File: src/rtl/io_pkg.sv
// Shared constants and state type for the IN/OUT port responder.
package io_pkg;

    localparam int IO_WIDTH = 16;
    localparam int IO_DEPTH = 4;

    // Numeric state codes, kept stable so the stall-reason status keeps its encoding.
    localparam logic [1:0] ST_IDLE     = 2'd0;
    localparam logic [1:0] ST_OUT_WAIT = 2'd1;
    localparam logic [1:0] ST_IN_WAIT  = 2'd2;

    typedef enum logic [1:0] {
        IDLE     = ST_IDLE,
        OUT_WAIT = ST_OUT_WAIT,
        IN_WAIT  = ST_IN_WAIT
    } io_state_t;

endpackage

File: src/rtl/io_out_fifo.sv
// Output FIFO for OUT data: circular buffer with wrapping pointers and an
// occupancy count. Contains no stall logic; callers gate push on !full.
module io_out_fifo
    import io_pkg::*;
#(
    parameter int DEPTH = IO_DEPTH,
    parameter int WIDTH = IO_WIDTH
) (
    input  logic             i_clk,
    input  logic             i_rst_n,
    input  logic             i_push,
    input  logic [WIDTH-1:0] i_wdata,
    input  logic             i_pop,
    output logic             o_full,
    output logic             o_empty,
    output logic [WIDTH-1:0] o_head
);

    localparam int AW = $clog2(DEPTH);
    localparam int CW = AW + 1;

    logic [WIDTH-1:0] r_mem [DEPTH];
    logic [AW-1:0]    r_rd_ptr;
    logic [AW-1:0]    r_wr_ptr;
    logic [CW-1:0]    r_count;
    logic             w_do_push;
    logic             w_do_pop;

    assign o_full    = (r_count == CW'(DEPTH));
    assign o_empty   = (r_count == '0);
    assign o_head    = r_mem[r_rd_ptr];
    assign w_do_push = i_push && !o_full;
    assign w_do_pop  = i_pop && !o_empty;

    // Storage is not reset; empty/count make stale contents invisible.
    always_ff @(posedge i_clk) begin
        if (w_do_push) begin
            r_mem[r_wr_ptr] <= i_wdata;
        end
    end

    // Pointers wrap naturally because DEPTH is a power of two.
    always_ff @(posedge i_clk) begin
        if (!i_rst_n) begin
            r_rd_ptr <= '0;
            r_wr_ptr <= '0;
            r_count  <= '0;
        end else begin
            if (w_do_push) begin
                r_wr_ptr <= r_wr_ptr + AW'(1);
            end
            if (w_do_pop) begin
                r_rd_ptr <= r_rd_ptr + AW'(1);
            end
            if (w_do_push && !w_do_pop) begin
                r_count <= r_count + CW'(1);
            end else if (w_do_pop && !w_do_push) begin
                r_count <= r_count - CW'(1);
            end
        end
    end

endmodule

File: src/rtl/io_port_unit.sv
// Processor-side IN/OUT responder: OUT words queue into a FIFO drained over
// tx valid/ready; IN reads a one-entry holding register filled over rx
// valid/ready. Stalls the pipeline when a transfer cannot complete.
// Optional build macro IO_PORT_COUNT_EN adds OUT/IN commit counters.
//
// State    | meaning
// IDLE     | no stall pending
// OUT_WAIT | stalled on a full output FIFO
// IN_WAIT  | stalled waiting for an inbound word
module io_port_unit
    import io_pkg::*;
#(
    parameter int DEPTH = IO_DEPTH,
    parameter int WIDTH = IO_WIDTH
) (
    input  logic             clk,
    input  logic             reset,
    input  logic             out_en,
    input  logic [WIDTH-1:0] out_data,
    input  logic             in_en,
    output logic [WIDTH-1:0] in_data,
    output logic             stall,
    output logic             tx_valid,
    output logic [WIDTH-1:0] tx_data,
    input  logic             tx_ready,
    input  logic             rx_valid,
    input  logic [WIDTH-1:0] rx_data,
    output logic             rx_ready,
    output logic [1:0]       stall_reason
`ifdef IO_PORT_COUNT_EN
    ,
    output logic [15:0]      out_count,
    output logic [15:0]      in_count
`endif
);

    logic             w_full;
    logic             w_empty;
    logic             w_out_block;
    logic             w_in_block;
    logic             w_out_commit;
    logic             w_in_commit;
    logic             r_rx_full;
    logic [WIDTH-1:0] r_rx_buf;
    io_state_t        r_state;

    assign w_out_block  = out_en && w_full;
    assign w_in_block   = in_en && !r_rx_full;
    assign stall        = w_out_block || w_in_block;
    assign w_out_commit = out_en && !stall;
    assign w_in_commit  = in_en && !stall;
    assign tx_valid     = !w_empty;
    assign rx_ready     = reset && !r_rx_full;
    assign in_data      = (in_en && r_rx_full) ? r_rx_buf : '0;
    assign stall_reason = r_state;

    io_out_fifo #(
        .DEPTH (DEPTH),
        .WIDTH (WIDTH)
    ) u_out_fifo (
        .i_clk   (clk),
        .i_rst_n (reset),
        .i_push  (w_out_commit),
        .i_wdata (out_data),
        .i_pop   (tx_valid && tx_ready),
        .o_full  (w_full),
        .o_empty (w_empty),
        .o_head  (tx_data)
    );

    // Receive holding register: capture needs !rx_full, so it never meets an IN commit.
    always_ff @(posedge clk) begin
        if (!reset) begin
            r_rx_full <= 1'b0;
        end else if (rx_valid && rx_ready) begin
            r_rx_full <= 1'b1;
        end else if (w_in_commit) begin
            r_rx_full <= 1'b0;
        end
    end

    // Data half of the holding register needs no reset; rx_full qualifies it.
    always_ff @(posedge clk) begin
        if (rx_valid && rx_ready) begin
            r_rx_buf <= rx_data;
        end
    end

    // Stall-reason tracking; does not feed back into stall.
    always_ff @(posedge clk) begin
        if (!reset) begin
            r_state <= IDLE;
        end else begin
            case (r_state)
                IDLE: begin
                    if (w_out_block) begin
                        r_state <= OUT_WAIT;
                    end else if (w_in_block) begin
                        r_state <= IN_WAIT;
                    end
                end
                OUT_WAIT: begin
                    if (!stall) begin
                        r_state <= IDLE;
                    end else if (!w_out_block) begin
                        r_state <= IN_WAIT;
                    end
                end
                IN_WAIT: begin
                    if (!stall) begin
                        r_state <= IDLE;
                    end
                end
                default: r_state <= IDLE;
            endcase
        end
    end

`ifdef IO_PORT_COUNT_EN
    logic [15:0] r_out_count;
    logic [15:0] r_in_count;

    assign out_count = r_out_count;
    assign in_count  = r_in_count;

    // Commit counters, wrapping at 16 bits.
    always_ff @(posedge clk) begin
        if (!reset) begin
            r_out_count <= '0;
            r_in_count  <= '0;
        end else begin
            if (w_out_commit) begin
                r_out_count <= r_out_count + 16'd1;
            end
            if (w_in_commit) begin
                r_in_count <= r_in_count + 16'd1;
            end
        end
    end
`endif

endmodule

File: config.mk
export PLATFORM = sky130hd
export DESIGN_NAME = io_port_unit
export DESIGN_NICKNAME = d
export VERILOG_FILES = /design/src/rtl/io_pkg.sv /design/src/rtl/io_out_fifo.sv /design/src/rtl/io_port_unit.sv
export SDC_FILE = /design/constraint.sdc
export NUM_CORES = 1
export LEC_CHECK = 0
export ABC_AREA = 0
export CELL_PAD_IN_SITES_DETAIL_PLACEMENT = 1
export CELL_PAD_IN_SITES_GLOBAL_PLACEMENT = 1
export CORE_ASPECT_RATIO = 0.5
export CORE_UTILIZATION = 42
export CTS_BUF_LIST = sky130_fd_sc_hd__clkbuf_4 sky130_fd_sc_hd__clkbuf_8 sky130_fd_sc_hd__clkbuf_16
export DETAILED_ROUTE_END_ITERATION = 10
export PLACE_DENSITY_LB_ADDON = 0.1
export SYNTH_ARGS = -nofsm -noshare
export SYNTH_HDL_FRONTEND = slang
export SYNTH_SLANG_ARGS = --single-unit
File: constraint.sdc
create_clock -name clk -period 2.35 [get_ports clk]
set_input_delay 0.47 -clock clk [delete_from_list [all_inputs] [get_ports clk]]
set_output_delay 0.47 -clock clk [all_outputs]
set_load 0.01 [all_outputs]
==> metrics.txt <==
run status=finished clean; post-layout instance count excluding filler cells=roughly 400; unrepaired setup endpoints after global routing=no; Pwr Total=4.60 mW; Req. time, crit path=around 1.9 ns; P_leak=between 1.5 and 2 nW; drt first-iter violations=between 60 and 70; Final #Nets=329; Post-Synthesis Cells=180; register area=around 0.0026 mm^2; post-detail-place hpwl=4.45 mm; Sw Ratio=between 20% and 30%; Routed WL=6.97 mm; Total GRT Usage=17.0%; CP max FO=13; syn_area_per_cell=19.6 um^2; synthesis-to-layout area growth=39.2%; Skew-Pair Late Insertion Delay=0.34 ns; Startpoint Class=register; vias in the first global route=a little over 2,000; core area=approximately 0.0081 mm^2; clock group share of total power=30.8%; Worst slew margin=80.8%; floorplan row count=23; Netlist Area Pre-Place=0.00352 mm^2; area of the multi-input gates=around 800 um^2; IO Pins=75; CTS root buf=clkbuf_16; Tightest Pin Transition=approximately 0.28 ns; Seq pwr share=between 40 and 50%; Hold Fails Final Rpt=0; share of cells above drive strength 1=21.5%; vias per cell=4.86; Pins Over Slew Limit=0; clk_skew=0.00725 ns; Max VDD drop=0.424 mV; n_diodes=0; Initial Util=43.7%; largest area contributor in the netlist=edfxtp_1; initial antenna violation count=0; first-pass GRT wire length=10.7 mm; Switching Power=1.14 mW; Worst EP arrival=1.75 ns; Critical R2R Launch=u_out_fifo.r_count[0]; Crit Reg-Reg Endpoint=u_out_fifo.r_count[2]; Setup crit end kind=primary output; Vias=between 1,500 and 2,000; CTS buffer count=9; fin crit share=around 95%; achievable clock frequency=around 450 MHz; Routability Congestion=0.712; CTS Sinks=approximately 90; post-synth top area share=68.3%; max_cap viols=0; Residual DRC=0; wire per inst=roughly 17 um; Seq cells post-synth=92; Reg2Reg Depth=7; Tmin final=2.22 ns; FILL cells=716; hold path startpoint=stall_reason[1]; H-tree levels=3; die width=131 um; CTS tree=yes; Syn Nets=224; largest net degree at the start of global routing=20; clock buffer depth=2; warning count from the yosys run=0; Placed Cells=372; hold endpoint=stall_reason[0]; Comb power frac=25.8%; first drt pass iteration count=4; Worst-path clk slew=approximately 0.060 ns; Worst Hold Depth=1; Cell Int Power=3.46 mW; critical path class=register to primary output; PortBufs=74; total grt overflow=0; sequential fraction of the synthesis area=between 70% and 80%; Pwr Density=940 mW/mm^2; Detail Route Antenna Nets=0; R2R setup slack=0.26 ns; largest cells by area after synthesis=edfxtp_1, mux4_2, dfxtp_1, and3_1, ha_1; Final setup viols=0; Die Y=66.7 um; die area=slightly below 0.009 mm^2; Worst Hold Class=register to register; Unique masters post-synth=29
-- cell usage after synthesis --
| library cell | instances |
|---|---|
| edfxtp_1 | 80 |
| and3_1 | 16 |
| mux4_2 | 16 |
| dfxtp_1 | 12 |
| and2_1 | 9 |
| nand2_1 | 6 |
| ha_1 | 5 |
| clkbuf_1 | 4 |
| buf_6 | 3 |
| inv_1 | 3 |
| mux2i_1 | 3 |
| xnor2_1 | 3 |
| nor2b_1 | 2 |
| o21ai_0 | 2 |
| or3_1 | 2 |
| a21boi_1 | 1 |
| a31oi_1 | 1 |
| buf_2 | 1 |
| clkbuf_2 | 1 |
| fa_1 | 1 |
| inv_2 | 1 |
| nand2b_1 | 1 |
| nand4bb_1 | 1 |
| nor3b_1 | 1 |
| o2111a_1 | 1 |
| o311a_1 | 1 |
| o311ai_1 | 1 |
| o31ai_2 | 1 |
| xor2_1 | 1 |
-- layout by cell type (no fill, tap or decap), drive strengths merged, types with 2 or more instances in the layout --
cell type and instances:
xnor2 3, ha 5, nor2b 2, clkbuf 10
or3 2, buf 29, and3 16, nand2 6
clkinv 3, mux4 16, edfxtp 80, inv 5
and2 9, o21ai 2, clkdlybuf4s50 55, mux2i 3
dfxtp 12, dlygate4sd2 18
-- power groups by stage --
stage,logic [mW],registers [mW],clock network [mW]
floorplan,0.630,2.01,0
global placement,1.12,2.02,0
CTS,1.07,2.00,1.46
finish,1.19,2.00,1.42
detailed placement,1.14,2.04,0
global route,1.30,2.02,1.51
-- logic make-up (layout without fill, tap and decap cells) --
logic type      count (synthesis)  after routing  share of synthesized area, %
compound gates                  8              8                          1.88
xor+xnor                        4              4                         0.996
fa+ha+maj                       6              6                          2.35
buf+inv                        13            122                          2.10
flops                          92             92                          75.1
mux                            19             19                          11.1
simple gates                   38             38                          6.51
-- critical path, cell delays in order (launching register included) --
cell	delay, ns
dfxtp_1	0.36
buf_12	0.15
buf_4	0.11
mux4_2	0.49
dlygate4sd2_1	0.31
-- area by class of cell --
class	instances	area share [%]
flip-flops and latches	92	53.9
repair buffers	103	20.5
multi-input cells	75	16.4
clock buffers	10	4.75
well taps	112	2.86
clock inverters	5	1.25
inverters	4	0.306
-- worst max-delay path by stage --
stage | slack, ns | cells after the start | startpoint | endpoint
after floorplan | 0.33 | 9 | in_en | u_out_fifo.r_count[2]
final | 0.13 | 4 | register | tx_data[2]
after CTS | 0.03 | 4 | register | tx_data[2]
after detailed placement | -0.17 | 9 | in_en | u_out_fifo.r_count[2]
after global routing | 0.05 | 4 | register | tx_data[5]
after global placement | -0.09 | 9 | in_en | u_out_fifo.r_count[2]
-- per-layer routing --
metal / vias to the layer above / share of wire, % / routed length [um] / global-route usage, %
met3: 9 / 6.3 / 439 / 7.69
met1: 978 / 43 / 3020 / 19.1
met4: 0 / 1.1 / 80 / 6.98
met5: - / 0 / 0 / 0
li1: 913 / - / - / -
met2: 49 / 49 / 3420 / 28.8
-- registers in the layout, indices dropped and copies added, names as in the netlist, named ones only --
| name | count |
|---|---|
| r_rx_buf | 16 |
| r_rx_full | 1 |
| stall_reason | 2 |
| u_out_fifo.r_count | 3 |
| u_out_fifo.r_mem | 64 |
| u_out_fifo.r_rd_ptr | 2 |
| u_out_fifo.r_wr_ptr | 2 |
-- metrics by stage --
stage               area [um^2]  hold slack, ns  TNS [ns]  worst slack [ns]  utilization (%)
global placement           4520           0.462    -0.233           -0.0918             56.1
finish                     4900           0.474         0             0.128             60.8
detailed placement         4520           0.473    -0.468            -0.174             56.1
CTS                        4810           0.482         0            0.0255             59.7
global route               4900           0.496         0            0.0515             60.8
floorplan                  3520           0.468         0             0.325                -
-- repair_timing --
item | 4_1_cts | 5_1_grt
setup buffers | 1 | 12
pin swaps | 0 | 1
gates resized for setup | 20 | 1
cloned | 1 | 0
hold buffers | 0 | 0
endpoints found under the setup margin | 32 | 2
(Power assumes the default switching activity.)
